## config.mk

```make
export PLATFORM = sky130hd
export DESIGN_NAME = ds18b20_seq
export DESIGN_NICKNAME = d
export VERILOG_FILES = /design/src/rtl/onewire_pkg.sv /design/src/rtl/crc8_dallas.sv /design/src/rtl/ds18b20_seq.sv
export SDC_FILE = /design/constraint.sdc
export NUM_CORES = 1
export LEC_CHECK = 0
export CAP_MARGIN = 25
export CORE_UTILIZATION = 48
export CTS_CLUSTER_DIAMETER = 40
export DETAILED_ROUTE_END_ITERATION = 7
export PLACE_DENSITY = 0.76
export SLEW_MARGIN = 20
export SYNTH_ARGS = -nofsm -noshare
export SYNTH_HDL_FRONTEND = slang
export SYNTH_SLANG_ARGS = --single-unit
```

## constraint.sdc

```tcl
create_clock -name clk -period 2.8 [get_ports clk]
set_input_delay 0.84 -clock clk [delete_from_list [all_inputs] [get_ports clk]]
set_output_delay 0.84 -clock clk [all_outputs]
set_load 0.01 [all_outputs]
```

## src/rtl/onewire_pkg.sv

```systemverilog
// Shared definitions for the DS18B20 acquisition sequencer.
//   - Sequencer main states and engine sub-phases
//   - 1-wire command bytes, status codes, CRC polynomial
//   - crc8_step(): one reflected Dallas CRC-8 step (x^8+x^5+x^4+1)
package onewire_pkg;

  typedef enum logic [3:0] {
    StIdle,
    StRst1,
    StSkip1,
    StConv,
    StGap,
    StPoll,
    StRst2,
    StSkip2,
    StRdCmd,
    StRd8,
    StRd1,
    StCheck,
    StDone
  } state_e;

  // Every engine operation walks these three phases.
  typedef enum logic [1:0] {
    PhIssue,
    PhWaitStart,
    PhWaitEnd
  } phase_e;

  localparam logic [7:0] SkipRom  = 8'hCC;
  localparam logic [7:0] ConvertT = 8'h44;
  localparam logic [7:0] ReadSp   = 8'hBE;

  localparam logic [1:0] StatusOk      = 2'd0;
  localparam logic [1:0] StatusNoPres  = 2'd1;
  localparam logic [1:0] StatusCrcErr  = 2'd2;
  localparam logic [1:0] StatusTimeout = 2'd3;

  localparam logic [7:0] CrcPoly = 8'h8C;

  // One bit of the LSB-first Dallas CRC.
  function automatic logic [7:0] crc8_step(input logic [7:0] crc_in, input logic din);
    logic fb;
    fb = crc_in[0] ^ din;
    return (crc_in >> 1) ^ (fb ? CrcPoly : 8'h00);
  endfunction

endpackage

```

## src/rtl/crc8_dallas.sv

```systemverilog
// Serial Dallas CRC-8, one data bit per enabled cycle.
//   clk, rst : clock, synchronous active-high reset
//   clr      : force CRC to 0x00 (wins over en)
//   en, din  : shift din into the CRC this cycle
//   crc      : current CRC register
module crc8_dallas
  import onewire_pkg::*;
(
  input  logic       clk,
  input  logic       rst,
  input  logic       clr,
  input  logic       en,
  input  logic       din,
  output logic [7:0] crc
);

  logic [7:0] crc_d, crc_q;

  always_comb begin
    crc_d = crc_q;
    if (clr) begin
      crc_d = 8'h00;
    end else if (en) begin
      crc_d = crc8_step(crc_q, din);
    end
  end

  always_ff @(posedge clk) begin
    if (rst) begin
      crc_q <= 8'h00;
    end else begin
      crc_q <= crc_d;
    end
  end

  assign crc = crc_q;

endmodule

```

## src/rtl/ds18b20_seq.sv

```systemverilog
// DS18B20 temperature acquisition sequencer driving the one_wire byte engine.
//   start            : one-cycle acquisition request (ignored while busy)
//   busy, done       : activity flag and one-cycle completion pulse
//   status, temp     : result code (held until next done), raw temperature
//   ow_reset/write/read, ow_in_byte, ow_start_bit/end_bit : engine strobes + args
//   ow_busy, ow_presence, ow_out : engine status and read data
module ds18b20_seq
  import onewire_pkg::*;
#(
  parameter int unsigned POLL_GAP   = 100000,
  parameter int unsigned MAX_POLLS  = 1000,
  parameter int unsigned START_WAIT = 8
) (
  input  logic        clk,
  input  logic        rst,
  input  logic        start,
  output logic        busy,
  output logic        done,
  output logic [1:0]  status,
  output logic [15:0] temp,
  output logic        ow_reset,
  output logic        ow_write,
  output logic        ow_read,
  output logic [7:0]  ow_in_byte,
  output logic [5:0]  ow_start_bit,
  output logic [5:0]  ow_end_bit,
  input  logic        ow_busy,
  input  logic        ow_presence,
  input  logic [63:0] ow_out
);

  localparam int unsigned GapW  = $clog2(POLL_GAP + 1);
  localparam int unsigned PollW = $clog2(MAX_POLLS + 1);
  localparam int unsigned WaitW = $clog2(START_WAIT + 1);

  state_e            state_d, state_q;
  phase_e            phase_d, phase_q;
  logic [GapW-1:0]   gap_cnt_d, gap_cnt_q;
  logic [PollW-1:0]  poll_cnt_d, poll_cnt_q;
  logic [WaitW-1:0]  wait_cnt_d, wait_cnt_q;
  logic [5:0]        chk_cnt_d, chk_cnt_q;
  logic [63:0]       sp_d, sp_q;
  logic [7:0]        crc_rx_d, crc_rx_q;
  logic [1:0]        status_d, status_q;
  logic [15:0]       temp_d, temp_q;

  logic              op_done;
  logic              crc_clr, crc_en;
  logic [7:0]        crc_val;

  crc8_dallas u_crc (
    .clk (clk),
    .rst (rst),
    .clr (crc_clr),
    .en  (crc_en),
    .din (sp_q[chk_cnt_q]),
    .crc (crc_val)
  );

  always_comb begin
    state_d      = state_q;
    phase_d      = phase_q;
    gap_cnt_d    = gap_cnt_q;
    poll_cnt_d   = poll_cnt_q;
    wait_cnt_d   = wait_cnt_q;
    chk_cnt_d    = chk_cnt_q;
    sp_d         = sp_q;
    crc_rx_d     = crc_rx_q;
    status_d     = status_q;
    temp_d       = temp_q;
    ow_reset     = 1'b0;
    ow_write     = 1'b0;
    ow_read      = 1'b0;
    ow_in_byte   = 8'h00;
    ow_start_bit = 6'd0;
    ow_end_bit   = 6'd0;
    done         = 1'b0;
    crc_clr      = 1'b1;
    crc_en       = 1'b0;
    op_done      = 1'b0;

    unique case (state_q)
      StIdle: begin
        if (start) begin
          state_d    = StRst1;
          phase_d    = PhIssue;
          poll_cnt_d = '0;
        end
      end

      StGap: begin
        if (gap_cnt_q == GapW'(POLL_GAP - 1)) begin
          gap_cnt_d = '0;
          phase_d   = PhIssue;
          // Counter already holds the number of failed polls; no wrap possible.
          if (poll_cnt_q == PollW'(MAX_POLLS)) begin
            state_d  = StDone;
            status_d = StatusTimeout;
          end else begin
            state_d = StPoll;
          end
        end else begin
          gap_cnt_d = gap_cnt_q + GapW'(1);
        end
      end

      StCheck: begin
        crc_clr   = 1'b0;
        crc_en    = 1'b1;
        chk_cnt_d = chk_cnt_q + 6'd1;
        if (chk_cnt_q == 6'd63) begin
          // Fold in the final bit here so status is ready in the DONE cycle.
          state_d = StDone;
          if (crc8_step(crc_val, sp_q[63]) == crc_rx_q) begin
            status_d = StatusOk;
            temp_d   = sp_q[15:0];
          end else begin
            status_d = StatusCrcErr;
          end
        end
      end

      StDone: begin
        done    = 1'b1;
        state_d = StIdle;
      end

      default: begin
        unique case (phase_q)
          PhIssue: begin
            // Hold off if the engine is still finishing work from before a reset.
            if (!ow_busy) begin
              phase_d    = PhWaitStart;
              wait_cnt_d = '0;
              unique case (state_q)
                StRst1, StRst2: ow_reset = 1'b1;
                StSkip1, StSkip2: begin
                  ow_write   = 1'b1;
                  ow_in_byte = SkipRom;
                  ow_end_bit = 6'd7;
                end
                StConv: begin
                  ow_write   = 1'b1;
                  ow_in_byte = ConvertT;
                  ow_end_bit = 6'd7;
                end
                StRdCmd: begin
                  ow_write   = 1'b1;
                  ow_in_byte = ReadSp;
                  ow_end_bit = 6'd7;
                end
                StPoll: begin
                  ow_read      = 1'b1;
                  ow_start_bit = 6'd63;
                  ow_end_bit   = 6'd63;
                end
                StRd8: begin
                  ow_read      = 1'b1;
                  ow_start_bit = 6'd0;
                  ow_end_bit   = 6'd63;
                end
                StRd1: begin
                  ow_read      = 1'b1;
                  ow_start_bit = 6'd56;
                  ow_end_bit   = 6'd63;
                end
                default: ;
              endcase
            end
          end
          PhWaitStart: begin
            if (ow_busy) begin
              phase_d = PhWaitEnd;
            end else if (wait_cnt_q == WaitW'(START_WAIT)) begin
              state_d  = StDone;
              phase_d  = PhIssue;
              status_d = StatusTimeout;
            end else begin
              wait_cnt_d = wait_cnt_q + WaitW'(1);
            end
          end
          PhWaitEnd: begin
            if (!ow_busy) begin
              op_done = 1'b1;
            end
          end
          default: phase_d = PhIssue;
        endcase
      end
    endcase

    if (op_done) begin
      phase_d = PhIssue;
      unique case (state_q)
        StRst1, StRst2: begin
          if (!ow_presence) begin
            state_d  = StDone;
            status_d = StatusNoPres;
          end else begin
            state_d = (state_q == StRst1) ? StSkip1 : StSkip2;
          end
        end
        StSkip1: state_d = StConv;
        StConv: begin
          state_d   = StGap;
          gap_cnt_d = '0;
        end
        StPoll: begin
          if (ow_out[63]) begin
            state_d = StRst2;
          end else begin
            state_d    = StGap;
            gap_cnt_d  = '0;
            poll_cnt_d = poll_cnt_q + PollW'(1);
          end
        end
        StSkip2: state_d = StRdCmd;
        StRdCmd: state_d = StRd8;
        StRd8: begin
          sp_d    = ow_out;
          state_d = StRd1;
        end
        StRd1: begin
          crc_rx_d  = ow_out[63:56];
          chk_cnt_d = 6'd0;
          state_d   = StCheck;
        end
        default: ;
      endcase
    end
  end

  always_ff @(posedge clk) begin
    if (rst) begin
      state_q    <= StIdle;
      phase_q    <= PhIssue;
      gap_cnt_q  <= '0;
      poll_cnt_q <= '0;
      wait_cnt_q <= '0;
      chk_cnt_q  <= 6'd0;
      sp_q       <= 64'h0;
      crc_rx_q   <= 8'h00;
      status_q   <= StatusOk;
      temp_q     <= 16'h0000;
    end else begin
      state_q    <= state_d;
      phase_q    <= phase_d;
      gap_cnt_q  <= gap_cnt_d;
      poll_cnt_q <= poll_cnt_d;
      wait_cnt_q <= wait_cnt_d;
      chk_cnt_q  <= chk_cnt_d;
      sp_q       <= sp_d;
      crc_rx_q   <= crc_rx_d;
      status_q   <= status_d;
      temp_q     <= temp_d;
    end
  end

  assign busy   = (state_q != StIdle);
  assign status = status_q;
  assign temp   = temp_q;

endmodule

```

==> results of run 1 <==
## per-layer routing
metal  wire [um]  track usage (%)
met1        7751            32.43
met5           0                0
met3        1177            6.462
met2        7857            38.58
met4         386            10.80
## stage by stage
| step | setup WS [ns] | hold slack (ns) | total power (W) |
|---|---|---|---|
| floorplan | 0.06418 | 0.4329 | 0.002124 |
| global placement | -0.5391 | 0.4394 | 0.002267 |
| detailed placement | -0.5744 | 0.4439 | 0.002265 |
| CTS | 0.001897 | 0.4535 | 0.004426 |
| global route | -0.02129 | 0.4753 | 0.004532 |
| finish | 0.08539 | 0.4497 | 0.004405 |
## flip-flops by register name, summed over array words and instances (netlist names)
register and flops:
poll_cnt_q 10, u_crc.crc 8, state_q 4, sp_q 64
status 2, gap_cnt_q 17, crc_rx_q 8, chk_cnt_q 6
wait_cnt_q 4, phase_q 2, temp 16
## cell type report
type                            count  area (um^2)
Fill cell                        1165         4661
Multi-Input combinational cell    607         3645
Sequential cell                   141         2825
Timing Repair Buffer              165         1485
Clock buffer                       22        484.2
Tap cell                          176        220.2
Clock inverter                     10        87.58
Inverter                           12        45.04
## worst paths after layout
kind	from	endpoint	slack [ns]	cells past startpoint
max	ow_busy	ow_in_byte[3]	0.09	6
min	sp_q[26]	sp_q[26]	0.45	2
max reg2reg	chk_cnt_q[0]	temp[1]	0.50	8
min reg2reg	sp_q[26]	sp_q[26]	0.45	2
## logic make-up (layout without fill, tap and decap cells)
family          count (synthesis)  in the layout  share of synthesized area, %
flops                         141            141                         41.93
fa+ha+maj                       6              6                         1.115
compound gates                172            172                         14.72
simple gates                  362            362                         25.46
other cells                     1              1                       0.05570
mux                            39             39                         7.842
buf+inv                        75            209                         5.371
xor+xnor                       27             27                         3.512
## worst max-delay path, delay by kind of cell
family                 cells  cell delay (ns)
buffers and inverters      3             0.61
AND/OR/NAND/NOR            3             0.42
## power by group
group	total (W)	switching (W)	internal (W)
combinational	0.000231	0.0000993	0.000131
clock	0.00216	0.000853	0.00131
sequential	0.00201	0.00000223	0.00201
## cells in the final DEF, fill, tap and decap left out, drive strengths merged, types with 18 or more instances in the layout
| cell | netlist | routed |
|---|---|---|
| clkdlybuf4s50 | 0 | 86 |
| mux2i | 19 | 19 |
| clkbuf | 36 | 23 |
| a21oi | 105 | 105 |
| o21ai | 20 | 20 |
| nand3 | 18 | 18 |
| nor2 | 70 | 70 |
| xor2 | 20 | 20 |
| nand2 | 170 | 170 |
| dfxtp | 141 | 141 |
| buf | 27 | 76 |
## timing repair
item,CTS,global route
setup endpoints to repair,22,20
buffers inserted,4,4
gates resized for setup,93,17
pin swaps,0,3
cloned,1,0
==> flow_summary.yaml, run 1 <==
outcome:
  run_status: "finished, final reports clean"
floorplan:
  initial_core_util_pct: 50.05
  placement_rows: 42
  fp.dieW_um: 120.4
  coreArea_mm2: 0.01345
  die_y_um: 120.4
  floorplan.die_area_mm2: 0.01450
  io-pin-count: 112
synthesis:
  yosysWarnings: 0
  summed_instance_area_of_the_synthesized_netlist_mm2: 0.006733
  ys_dominant_reg_cell: "sky130_fd_sc_hd__dfxtp_1"
  mappedNetlistNets: 898
  postSynth.asyncResetShare_pct: 0
  synth_seq_cells: 141
  yosys.cell_types.count: 61
  synth-seq-area-share_pct: 41.93
  yosysTopAreaCellShare_pct: 41.93
  synth_cells: 823
  synth_largest_area_cell: "sky130_fd_sc_hd__dfxtp_1"
  syn_avg_cell_area_um2: 8.181
  synth_edf_count: 0
  netlist_top_cells_count: "sky130_fd_sc_hd__nand2_1 (170), sky130_fd_sc_hd__dfxtp_1 (141), sky130_fd_sc_hd__a21oi_1 (104)"
  yosysMostFrequentCell: "sky130_fd_sc_hd__nand2_1"
  synth_area_leaders: "sky130_fd_sc_hd__dfxtp_1 (42%), sky130_fd_sc_hd__nand2_1 (9.5%), sky130_fd_sc_hd__a21oi_1 (7.7%)"
setup_path:
  signal_arrival_time_at_the_worst_endpoint_ns: 1.87
  timing.critical_path.required_ns: 1.96
  crit_type: "in2out"
  critical_path.cell_chain: "clkdlybuf4s15_1 -> nor2_2 -> nand3_4 -> buf_8 -> nor2_2 -> clkdlybuf4s15_2"
  timing.critical_path.fanout_max: 5
  critical_path.startpoint_type: "input pin"
  setup.worst_path.end_class: "output port"
  critPathMaxStageDelay_ns: 0.23
  timing.critical_path.mode_cell: "sky130_fd_sc_hd__nor2_2"
  critical-path-slowest-cell: "sky130_fd_sc_hd__clkdlybuf4s15_2"
cells_and_area:
  finish.instance_area_mm2: 0.008792
  instances_no_fill: 1133
  final_layout_size_suffix_gt1_share_pct: 16.82
  fraction_of_the_core_area_covered_by_cells_at_the_end_of_the_flow_pct: 65.36
  area_delta_synth_final_pct: 30.59
  design.final.nets: 1019
  diodes: 0
detailed_routing:
  via_per_inst: 5.468
  detailedRoute.firstIterationViolations: 431
  total_wirelength_of_the_detailed_routed_design_um: 17170
  routed_wire_length_per_instance_um: 15.16
  route.antenna.remaining_nets: 0
  first_pass_iters: 5
  dr_total_vias: 6195
  drt_drc_violations_left: 0
timing:
  finalHoldViolations: 0
  setup-violations-final: 0
  final_max_slew_viol_count: 0
  min_period_over_period_pct: 96.95
  period_minus_slack_ns: 2.715
  worst_margin_pin_slew_ns: 0.6612
  setup_tns_after_final_layout_ns: 0
  slew-limit-headroom_pct: 55.73
  fmax_ghz: 0.3684
  grt_setup_unrepaired: "true"
  fin_worst_skew_ns: 0.007008
placement:
  detailedPlacementHpwl_um: 11690
  gp_routability_congestion: 0.8515
  dpl_cell_area_mm2: 0.008170
  place.detailed.instances: 1092
  io_buffer_count: 110
global_route:
  grt_pass1_wl_um: 28410
  grt_antenna_before_repair: 0
  gr-total-overflow: 0
  pin_count_of_the_biggest_net_entering_global_routing: 65
  track_usage_pct: 24.80
  grt_pass1_vias: 5829
clocking:
  htree_levels: 4
  cts_tree: "done"
  clkSlewWorstSetupHoldPaths_ns: 0.06
  clock_sink_count: 141
  clock_buffer_count_from_cts: 17
  hold_buffers: 0
  cts-root-buf: "sky130_fd_sc_hd__clkbuf_16"
  cts_buffer_depth: 2
  clock_latency_ns: 0.42
power_and_ir_drop:
  max_vdd_drop_v: 0.0004202
  total_leakage_power_nw: 3.193
  power_per_cell_area_mw_per_mm2: 501.0
hold_path:
  hold_class: "reg2reg"
run:
  number_of_maximum_capacitance_violations: 0
No activity file was read; power rests on OpenSTA's default activity.
==> run 2, diff against run 1 <==
--- a/config.mk
+++ b/config.mk
@@ -6,11 +6,12 @@
 export NUM_CORES = 1
 export LEC_CHECK = 0
 export CAP_MARGIN = 25
+export CORE_MARGIN = 2
 export CORE_UTILIZATION = 48
 export CTS_CLUSTER_DIAMETER = 40
 export DETAILED_ROUTE_END_ITERATION = 7
 export PLACE_DENSITY = 0.76
-export SLEW_MARGIN = 20
+export SLEW_MARGIN = 10
 export SYNTH_ARGS = -nofsm -noshare
 export SYNTH_HDL_FRONTEND = slang
 export SYNTH_SLANG_ARGS = --single-unit
==> flow_summary.yaml, run 2 (synthesis results as in run 1) <==
outcome:
  run_status: "finished, final reports clean"
detailed_routing:
  drt_drc_violations_left: 0
  via_per_inst: 5.441
  dr_total_vias: 6110
  total_wirelength_of_the_detailed_routed_design_um: 16740
  route.antenna.remaining_nets: 0
  routed_wire_length_per_instance_um: 14.91
  detailedRoute.firstIterationViolations: 452
  first_pass_iters: 4
cells_and_area:
  largest_register_ff_count: 64
  registers.top_by_ff_count: "sp_q"
  most_common_cell_after_layout_fill_and_taps_aside: "sky130_fd_sc_hd__nand2_1"
  final_layout_size_suffix_gt1_share_pct: 15.27
  instances_no_fill: 1123
  diodes: 0
  mostFrequentLayoutCells: "sky130_fd_sc_hd__nand2_1 (169), sky130_fd_sc_hd__dfxtp_1 (139), sky130_fd_sc_hd__a21oi_1 (101)"
  design.final.nets: 1006
  area_delta_synth_final_pct: 29.44
floorplan:
  coreArea_mm2: 0.01377
  placement_rows: 43
  floorplan.die_area_mm2: 0.01499
  die_y_um: 122.4
  fp.dieW_um: 122.4
  io-pin-count: 112
  initial_core_util_pct: 48.88
power_and_ir_drop:
  seqPwrFrac_pct: 45.9
  share_comb_of_total_power_pct: 4.9
  max_vdd_drop_v: 0.0003731
  total_leakage_power_nw: 3.107
  p_switching_w: 0.0009325
  total_power_w: 0.004386
  internal_power_w: 0.003453
  netSwitchingFraction_pct: 21.26
  power_per_cell_area_mw_per_mm2: 503.3
  power.clock.fraction_pct: 49.2
setup_path:
  cell_family_contributing_the_most_delay_on_the_critical_path: "buffers and inverters"
  critPathBufInv: 3
  critical_path.cell_chain: "buf_12 -> buf_4 -> nor3_2 -> nand2b_1 -> clkdlybuf4s50_1"
  timing.critical_path.required_ns: 1.96
  critPathMaxStageDelay_ns: 0.49
  critical-path-slowest-cell: "sky130_fd_sc_hd__clkdlybuf4s50_1"
  critical_path.startpoint_type: "flip-flop"
  signal_arrival_time_at_the_worst_endpoint_ns: 1.87
  crit_type: "reg2out"
  setup.worst_path.end_class: "output port"
  timing.critical_path.fanout_max: 11
global_route:
  pin_count_of_the_biggest_net_entering_global_routing: 105
  track_usage_pct: 22.95
  grt_pass1_vias: 5593
  gr-total-overflow: 0
  grt_antenna_before_repair: 0
  grt_pass1_wl_um: 27270
placement:
  io_buffer_count: 110
  gp_routability_congestion: 0.8864
  place_ws_ns: -0.5639
  detailedPlacementHpwl_um: 11300
  place.detailed.instances: 1091
timing:
  fmax_ghz: 0.3697
  min_period_over_period_pct: 96.61
  worst_slack_ns: 0.09498
  grt_setup_unrepaired: "true"
  worst_margin_pin_slew_ns: 0.7194
  setup-violations-final: 0
  fin_worst_skew_ns: 0.01105
  final_max_slew_viol_count: 0
  finalHoldWorstSlack_ns: 0.4481
  finalHoldViolations: 0
  slew-limit-headroom_pct: 51.83
  period_minus_slack_ns: 2.705
clocking:
  clock_buffer_count_from_cts: 17
  clock_sink_count: 141
  cts.repair_timing.setup_buffer_count: 0
  clkSlewWorstSetupHoldPaths_ns: 0.06
  cts-root-buf: "sky130_fd_sc_hd__clkbuf_16"
  clock_latency_ns: 0.43
  cts_buffer_depth: 2
  cts_tree: "done"
  htree_levels: 4
hold_path:
  hold_class: "reg2reg"
run:
  number_of_maximum_capacitance_violations: 0
## run 2: changes by cell type in the layout (fill, tap and decap cells not counted), moves of 3 or more
cell | before | now
sky130_fd_sc_hd__clkbuf_8 | 4 | 1
sky130_fd_sc_hd__buf_4 | 50 | 36
sky130_fd_sc_hd__clkdlybuf4s15_2 | 1 | 6
sky130_fd_sc_hd__buf_6 | 0 | 3
sky130_fd_sc_hd__buf_2 | 20 | 14
## run 2: power by group through the flow
stage | registers, W | logic [W] | clock network, W
after floorplan | 0.00205 | 0.0000713 | 0
after global placement | 0.00206 | 0.000209 | 0
after detailed placement | 0.00205 | 0.000207 | 0
after CTS | 0.00201 | 0.000215 | 0.00219
after global routing | 0.00201 | 0.000232 | 0.00227
final | 0.00201 | 0.000216 | 0.00216
## run 2: path summary, 6_finish.rpt
path | startpoint | slack [ns] | depth (start not counted) | to
max | state_q[1] | 0.09 | 5 | busy
min | sp_q[23] | 0.45 | 2 | sp_q[23]
max reg2reg | chk_cnt_q[1] | 0.50 | 7 | temp[1]
min reg2reg | sp_q[23] | 0.45 | 2 | sp_q[23]
## run 2: area by class of cell
type / instances / area [um^2]
Multi-Input combinational cell: 607 / 3647
Fill cell: 1210 / 5059
Sequential cell: 141 / 2825
Inverter: 12 / 45.04
Tap cell: 180 / 225.2
Timing Repair Buffer: 152 / 1408
Clock inverter: 11 / 117.6
Clock buffer: 20 / 446.7
## run 2: worst min-delay path: stages, from the launching register on
cell                      delay (ns)
sky130_fd_sc_hd__dfxtp_1        0.30
sky130_fd_sc_hd__nand2_1        0.05
sky130_fd_sc_hd__a21oi_1        0.05
## run 2: metrics by stage
step | instance area, um^2 | utilization [%] | TNS (ns)
after floorplan | 6769 | - | 0
after global placement | 8138 | 59.08 | -11.49
after detailed placement | 8138 | 59.08 | -12.47
after CTS | 8736 | 63.43 | -0.009500
after global routing | 8715 | 63.27 | -0.003352
final | 8715 | 63.27 | 0
## run 2: timing repair
item / CTS / global route
endpoints found under the setup margin: 23 / 20
hold buffers: 0 / 0
gates cloned: 1 / 0
pin swaps: 2 / 4
gates resized for setup: 83 / 20
## run 2: metal layers
metal  GRT usage, %  share of wire (%)  vias up
li1               -                  -     3064
met1          30.30                 45     2862
met2          36.01                 48      159
met3          6.877                6.0       25
met4          7.471                1.6        0
met5              0                  0        -
